## src/rtl/bist_session_ctrl.sv

```systemverilog
// Multi-session BIST sequencer: runs N_SESSIONS INIT/RUN/CMP passes over the TPG/MISR
// datapath and collects a per-session signature fail map plus an overall verdict.
module bist_session_ctrl #(
    parameter int unsigned                  N_SESSIONS   = 4,
    parameter int unsigned                  NCYCLES      = 650,
    parameter int unsigned                  SIG_W        = 16,
    parameter logic [N_SESSIONS*SIG_W-1:0]  GOLDEN       = '0,
    parameter bit                           STOP_ON_FAIL = 1'b0,
    localparam int unsigned                 SESS_W       = (N_SESSIONS > 1) ? $clog2(N_SESSIONS) : 1,
    localparam int unsigned                 CNT_W        = $clog2(NCYCLES + 1)
) (
    input  logic                  clk,
    input  logic                  reset,
    input  logic                  start,
    input  logic                  abort,
    input  logic [SIG_W-1:0]      misr_sig,
    output logic                  tpg_init,
    output logic                  misr_init,
    output logic                  tpg_en,
    output logic                  misr_en,
    output logic [SESS_W-1:0]     session,
    output logic                  busy,
    output logic                  bist_end,
    output logic                  pass_fail,
    output logic [N_SESSIONS-1:0] fail_map
);

    typedef enum logic [2:0] {IDLE, INIT, RUN, CMP, DONE} state_t;

    state_t                  state, state_nxt;
    logic                    start_q;
    logic                    start_armed;
    logic                    start_edge;
    logic                    active;
    logic                    mismatch;
    logic                    last_sess;
    logic [CNT_W-1:0]        cnt;
    logic [SIG_W-1:0]        golden_cur;
    logic [N_SESSIONS-1:0]   fail_map_upd;

    // start_armed stays low for the first clock after reset so that a start level
    // already high at release is absorbed into start_q instead of looking like an edge.
    always_comb begin
        start_edge   = start & ~start_q & start_armed;
        active       = (state == INIT) || (state == RUN) || (state == CMP);
        golden_cur   = GOLDEN[32'(session)*SIG_W +: SIG_W];
        mismatch     = (misr_sig != golden_cur);
        last_sess    = (session == SESS_W'(N_SESSIONS - 1));
        fail_map_upd = fail_map;
        fail_map_upd[session] = mismatch;
    end

    always_ff @(posedge clk or posedge reset) begin
        if (reset) begin
            state <= IDLE;
        end else begin
            state <= state_nxt;
        end
    end

    always_comb begin
        state_nxt = state;
        tpg_init  = 1'b0;
        misr_init = 1'b0;
        tpg_en    = 1'b0;
        misr_en   = 1'b0;
        busy      = 1'b0;
        bist_end  = 1'b0;
        unique case (state)
            IDLE: begin
                if (start_edge && !abort) state_nxt = INIT;
            end
            INIT: begin
                tpg_init  = 1'b1;
                misr_init = 1'b1;
                busy      = 1'b1;
                state_nxt = RUN;
            end
            RUN: begin
                tpg_en  = 1'b1;
                misr_en = 1'b1;
                busy    = 1'b1;
                if (cnt == CNT_W'(NCYCLES - 1)) state_nxt = CMP;
            end
            CMP: begin
                busy      = 1'b1;
                state_nxt = (last_sess || (STOP_ON_FAIL && mismatch)) ? DONE : INIT;
            end
            DONE: begin
                bist_end = 1'b1;
                if (start_edge && !abort) state_nxt = INIT;
            end
            default: state_nxt = IDLE;
        endcase
        if (active && abort) state_nxt = IDLE;
    end

    always_ff @(posedge clk or posedge reset) begin
        if (reset) begin
            start_q     <= 1'b0;
            start_armed <= 1'b0;
            cnt         <= '0;
            session     <= '0;
            fail_map    <= '0;
            pass_fail   <= 1'b0;
        end else begin
            start_q     <= start;
            start_armed <= 1'b1;
            if (!active && start_edge && !abort) begin
                session   <= '0;
                fail_map  <= '0;
                pass_fail <= 1'b0;
            end else if (active && abort) begin
                pass_fail <= 1'b0;
            end else begin
                case (state)
                    INIT: cnt <= '0;
                    RUN:  cnt <= cnt + 1'b1;
                    CMP: begin
                        fail_map <= fail_map_upd;
                        if (state_nxt == DONE) begin
                            pass_fail <= ~|fail_map_upd;
                        end else begin
                            session <= session + 1'b1;
                        end
                    end
                    default: ;
                endcase
            end
        end
    end

endmodule

```

## config.mk

```make
export PLATFORM = sky130hd
export DESIGN_NAME = bist_session_ctrl
export DESIGN_NICKNAME = d
export VERILOG_FILES = /design/src/rtl/bist_session_ctrl.sv
export SDC_FILE = /design/constraint.sdc
export NUM_CORES = 1
export LEC_CHECK = 0
export BUFFER_PORTS_ARGS = -buffer_cell sky130_fd_sc_hd__buf_2
export CAP_MARGIN = 30
export CORE_ASPECT_RATIO = 2
export CORE_UTILIZATION = 42
export DETAILED_ROUTE_END_ITERATION = 6
export PLACE_DENSITY = 0.73
export SLEW_MARGIN = 20
export SYNTH_ARGS = -nofsm -noshare
export SYNTH_HDL_FRONTEND = slang
export SYNTH_SLANG_ARGS = --single-unit
```

## constraint.sdc

```tcl
create_clock -name clk -period 1.53 [get_ports clk]
set_input_delay 0.0765 -clock clk [delete_from_list [all_inputs] [get_ports clk]]
set_output_delay 0.0765 -clock clk [all_outputs]
set_load 0.01 [all_outputs]
```

==> run_results.csv, run 1 <==
group,metric,value,unit
pwr,power_leakage,0.963,nW
yosys,synth_fa_ha_area_share,5.89,%
yosys,syn_area,0.00127,mm2
global_routing,grtUsageMet1,20.2,%
finish,area_delta_synth_final,51.8,%
setup_path,path_cells,"and4bb_2, nand2_2, or4_4, a221oi_2",
yosys,ys_ff_latch,22,
yosys,yosysUniqueCellTypes,37,
sta,finalWorstSetupSlack,-0.0592,ns
global_routing,grt_overflow_total,0,
global_routing,grt_max_degree,23,
global_routing,gr-usage-met2,44.8,%
yosys,yosysSeqAreaShare,43.2,%
yosys,synthXorXnorAreaFrac,6.09,%
yosys,yosysWarnings,0,
global_routing,grt_pass1_wl,5.13,mm
yosys,syn_inst,135,
sta,timing.fmax,629,MHz
setup_path,critPathMaxStageDelay,0.48,ns
drt,via_per_inst,5.46,
place,hpwlAfterDp,2.63,mm
place,place_congestion,0.839,
setup_path,crit_required,1.70,ns
yosys,ys_top_cells_by_area,"dfrtp_1 43%, ha_1 5.9%, nor2_1 4.1%, xor2_1 3.4%, nor4bb_1 3.1%",
die,core_area,0.00291,mm2
cts,cts.sinks,22,
global_routing,grt_usage,23.1,%
yosys,async_flop_share,100,%
die,die_area,0.00327,mm2
sta,rsz0062_at_grt,"true",
finish,layout_common_cells,"38 x buf_4, 32 x buf_2, 20 x dfrtp_1, 12 x nor2_1, 9 x nand2_1",
setup_path,cp_top_family,"simple AND/OR/NAND/NOR gates",
setup_path,start_kind,"flop",
cts,cts_buffers,3,
finish,nNetsFinal,231,
run_status,failed_checks,"negative setup slack",
global_routing,met3_usage,2.51,%
pwr,vdd_drop_max,577,uV
global_routing,antenna_found_initial,0,
cts,htree_levels,1,
yosys,netlist.area_leader.share,43.2,%
finish,final_common_cell,"buf_4",
sta,fin_skew,0.00661,ns
die,ios,33,
global_routing,grt-busiest-layer,"met2",
setup_path,slowest_stage,"or4_4",
cts,clk_pin_slew,0.08,ns
place,dpl_cell_area,0.00167,mm2
place,portBuffers,32,
flow_run,drv_cap,0,
die,die_x,40.9,um
setup_path,crit_fanout,3,
setup_path,cp-end-kind,"flop",
drt,drt_wl_total,3.52,mm
drt,drtIter0Drc,21,
yosys,syn_area_per_cell,9.43,um2
drt,drt_first_pass_iters,5,
cts,cts_tree,"yes",
yosys,synth_mux_area_share,0,%
die,rows,28,
setup_path,crit_type,"flop to flop",
finish,fin_util,66.5,%
pwr,powerDensity,705,mW/mm2
drt,antenna_left,0,
drt,wire_per_inst,15.1,um
finish,stdcell_area,0.00193,mm2
sta,post-route-min-period,1.59,ns
sta,slew_viol_final,0,
yosys,yosysTopAreaCell,"dfrtp_1",
setup_path,crit_buf_inv,0,
sta,fin_hold_ws,0.125,ns
finish,antenna_cells,0,
hold_path,hold_path_class,"primary input to flop",
drt,via_count,1278,
cts,clkLatencyLatePin,0.27,ns
yosys,synthSimpleGateAreaFrac,27.3,%
yosys,synth_compound_area_share,11.0,%
cts,cts-root-buf,"clkbuf_8",
cts,cts.path.max_buffers,2,
yosys,syn-num-nets,161,
sta,finalSetupViolCount,3,
sta,min_period_over_period,104,%
setup_path,cp.arrival,1.76,ns
finish,drive_above_1_share,50.0,%
drt,drc,0,
yosys,synth_edf_count,0,
sta,hold_viol,0,
yosys,ys.flop_type,"dfrtp_1",
global_routing,grt_pass1_vias,1233,
yosys,synth_top_family_by_area,"simple AND/OR/NAND/NOR gates",
die,die_y,79.9,um
run_status,status,"finished, violations left",
die,start_util,43.8,%
## layout make-up
class,instances,area [um2]
clock buffer,4,55.1
fill,225,975
inverter,9,33.8
multi-input combinational,97,788
sequential,22,553
tap,30,37.5
timing repair buffer,72,465
## power by group
part           internal (mW)  leakage (nW)  switching (mW)
sequential             0.613         0.297          0.0228
clock                  0.230        0.0288           0.194
combinational          0.163         0.637           0.139
total                   1.01         0.963           0.357
## cells by family (layout without fill, tap and decap cells)
kind of cell,after synthesis,in the layout
simple gates,61,61
flops,22,22
compound gates,21,21
buf+inv,16,85
xor+xnor,8,8
fa+ha+maj,6,6
other cells,1,1
## what timing repair did
item	in CTS	in global routing
setup endpoints to repair	7	13
gates resized for setup	12	14
setup buffers	5	4
hold buffers	2	0
pin swaps	2	8
hold endpoints to repair	23	0
## registers in the layout, summed over array words and instances (netlist names)
name and flops:
fail_map 4, state 3, session 2, cnt 10, start_q 1, start_armed 1
pass_fail 1
## metrics by stage
stage	worst slack (ns)	power, mW	TNS, ns	instances
after floorplan	-0.0147	0.783	-0.0147	135
after global placement	-0.0126	0.900	-0.0126	219
after detailed placement	-0.0850	0.912	-0.102	219
after CTS	-0.0370	1.35	-0.0370	230
after global routing	-0.0979	1.43	-0.355	234
final	-0.0592	1.36	-0.0833	234
## final timing paths
path	start	depth (start not counted)	end	slack (ns)
max	state[2]	4	pass_fail	-0.06
min	abort	3	pass_fail	0.13
max reg2reg	state[2]	4	pass_fail	-0.06
min reg2reg	fail_map[0]	2	fail_map[0]	0.54
max in group asynchronous	reset	4	state[0]	0.90
min in group asynchronous	reset	4	fail_map[3]	0.38
## metal layers
layer / part of all wire, % / vias to the layer above / wire, um
met5: 0 / - / 0
met4: 2.6 / 0 / 92
met3: 3.2 / 8 / 113
met2: 60 / 44 / 2100
met1: 35 / 610 / 1220
li1: - / 616 / -
## tightest hold or removal path, cell delays in order
cell      delay [ns]
buf_2           0.10
buf_4           0.12
a221oi_2        0.05
## cell usage after synthesis, types with 2 or more instances
library cell,number
and2_1,3
a21oi_1,4
dfrtp_1,22
a22o_1,2
xor2_1,5
buf_4,3
nor2_1,14
nand2_1,10
or4_1,2
nor2b_1,2
nor4bb_1,4
nand4_1,5
o31ai_1,2
nor3b_1,2
inv_1,9
clkbuf_1,3
o21ai_0,7
nand3_1,7
xnor2_1,2
nor4_1,5
ha_1,6
(Power assumes the default switching activity.)
==> run 2: changes to the inputs <==
--- a/config.mk
+++ b/config.mk
@@ -6,11 +6,11 @@
 export NUM_CORES = 1
 export LEC_CHECK = 0
 export BUFFER_PORTS_ARGS = -buffer_cell sky130_fd_sc_hd__buf_2
-export CAP_MARGIN = 30
 export CORE_ASPECT_RATIO = 2
 export CORE_UTILIZATION = 42
+export CTS_CLUSTER_SIZE = 10
 export DETAILED_ROUTE_END_ITERATION = 6
-export PLACE_DENSITY = 0.73
+export PLACE_DENSITY = 0.71
 export SLEW_MARGIN = 20
 export SYNTH_ARGS = -nofsm -noshare
 export SYNTH_HDL_FRONTEND = slang
==> constraint.sdc (replaced) <==
create_clock -name clk -period 2 [get_ports clk]
set_input_delay 0.1 -clock clk [delete_from_list [all_inputs] [get_ports clk]]
set_output_delay 0.1 -clock clk [all_outputs]
set_load 0.01 [all_outputs]
==> run_results.csv, run 2 (same netlist as run 1, synthesis figures left out) <==
group,metric,value,unit
die,start_util,43.8,%
run_status,status,"finished, violations left",
global_routing,grt_pass1_vias,1100,
setup_path,crit_fanout,8,
finish,area_delta_synth_final,20.1,%
cts,post_cts_resized,0,
global_routing,grt_overflow_total,0,
sta,relSlewSlack,43.3,%
die,die_area,0.00327,mm2
finish,stdcell_area,0.00153,mm2
global_routing,grt_usage,20.6,%
finish,post_layout_nonfiller_instances,201,
drt,drc,0,
cts,clkLatencyLatePin,0.26,ns
sta,post-route-min-period,1.89,ns
global_routing,grt_max_degree,23,
sta,finalWorstSetupSlack,0.108,ns
pwr,vdd_drop_max,584,uV
setup_path,crit_type,"flop to flop",
drt,via_per_inst,5.79,
die,ios,33,
setup_path,cp-startpoint,"state[0]",
cts,cts.sinks,22,
setup_path,crit_required,2.17,ns
sta,finalSetupViolCount,0,
finish,layout_common_cells,"32 x buf_2, 22 x dfrtp_1, 14 x nor2_1, 10 x nand2_1, 9 x inv_1",
global_routing,grt_pass1_wl,4.70,mm
drt,drt_wl_total,2.95,mm
drt,wire_per_inst,14.7,um
cts,cts_hold_buf,1,
sta,fin_hold_ws,-0.00264,ns
setup_path,reg2reg_depth,4,
cts,cts_tree,"yes",
sta,worst_slew_pin_slew,0.849,ns
sta,finalSetupTns,0,ns
global_routing,antenna_found_initial,0,
setup_path,cp.arrival,2.06,ns
sta,hold_viol,3,
setup_path,r2r-end,"pass_fail",
place,place_inst,197,
setup_path,reg2reg_from,"state[0]",
die,rows,28,
sta,slew_viol_final,0,
finish,seq_area,551,um2
pwr,powerDensity,601,mW/mm2
die,die_x,40.9,um
finish,nNetsFinal,199,
finish,largest_register_ff_count,10,
drt,drtIter0Drc,53,
flow_run,drv_cap,0,
finish,largest_register,"cnt",
sta,timing.fmax,529,MHz
place,hpwlAfterDp,2.31,mm
sta,min_period_over_period,94.6,%
place,portBuffers,32,
pwr,power_leakage,0.787,nW
sta,fin_skew,0.00199,ns
cts,clk_pin_slew,0.07,ns
drt,antenna_left,0,
place,dpl_cell_area,0.00148,mm2
finish,fill_cells,271,
die,die_y,79.9,um
drt,drt_first_pass_iters,4,
run_status,failed_checks,"negative hold slack",
hold_path,hold_path_class,"primary input to asynchronous set/reset pin",
setup_path,regToRegSetupSlack,0.11,ns
setup_path,start_kind,"flop",
setup_path,crit_path_end,"pass_fail",
sta,rsz0062_at_grt,"false",
die,core_area,0.00291,mm2
cts,cts_buffers,3,
finish,final_common_cell,"buf_2",
cts,cts-root-buf,"clkbuf_8",
finish,antenna_cells,0,
finish,largestRegisters,"cnt (10), fail_map (4), state (3)",
setup_path,cp-end-kind,"flop",
place,dp_worst_setup_slack,0.155,ns
drt,via_count,1164,
cts,htree_levels,1,
finish,drive_above_1_share,26.3,%
finish,multi_input_area,644,um2
cts,cts_setup_buffers,0,
place,place_congestion,0.895,
cts,cts.path.max_buffers,2,
[run 2: cell types whose count changed in the layout (fill, tap and decap cells not counted), sizes merged]
cell,previous run,this run
buf,70,39
clkbuf,4,3
dlygate4sd3,2,1
[run 2: report_power, final]
group,switching [mW],total [mW],internal [mW]
Clock,0.139,0.274,0.135
Sequential,0.0377,0.506,0.468
Combinational,0.0691,0.139,0.0700
[run 2: stage by stage]
stage | total power [mW] | util, %
after floorplan | 0.594 | -
after global placement | 0.648 | 50.9
after detailed placement | 0.655 | 50.9
after CTS | 0.925 | 52.6
after global routing | 0.966 | 52.6
final | 0.919 | 52.6
[run 2: critical path: stages, from the launching register on]
cell and delay [ns]:
dfrtp_1 0.50, and4bb_2 0.35, nand2_1 0.12, or4_1 0.56, a221oi_2 0.28
[run 2: how the worst min path moves through the flow]
stage	startpoint	to	slack, ns	cells past startpoint
after detailed placement	start	start_q	0.22	1
after global placement	start	start_q	0.22	1
after global routing	reset	cnt[1]	0.09	2
final	reset	cnt[7]	-0.003	2
after CTS	reset	cnt[8]	0.04	2
after floorplan	reset	cnt[0]	0.09	1
[run 2: final cells by class]
type                       count  share of cell area (%)
tap                           30                    2.45
clock buffer                   3                    2.70
timing repair buffer          40                    14.6
multi-input combinational     97                    42.1
sequential                    22                    36.0
inverter                       9                    2.21
[run 2: per-layer routing]
metal | routed length (um) | global-route usage [%] | vias to the layer above | part of all wire, %
li1 | - | - | 544 | -
met1 | 1090 | 21.7 | 565 | 37
met2 | 1670 | 37.0 | 44 | 57
met3 | 107 | 2.79 | 11 | 3.6
met4 | 82 | 7.67 | 0 | 2.8
met5 | 0 | 0 | - | 0
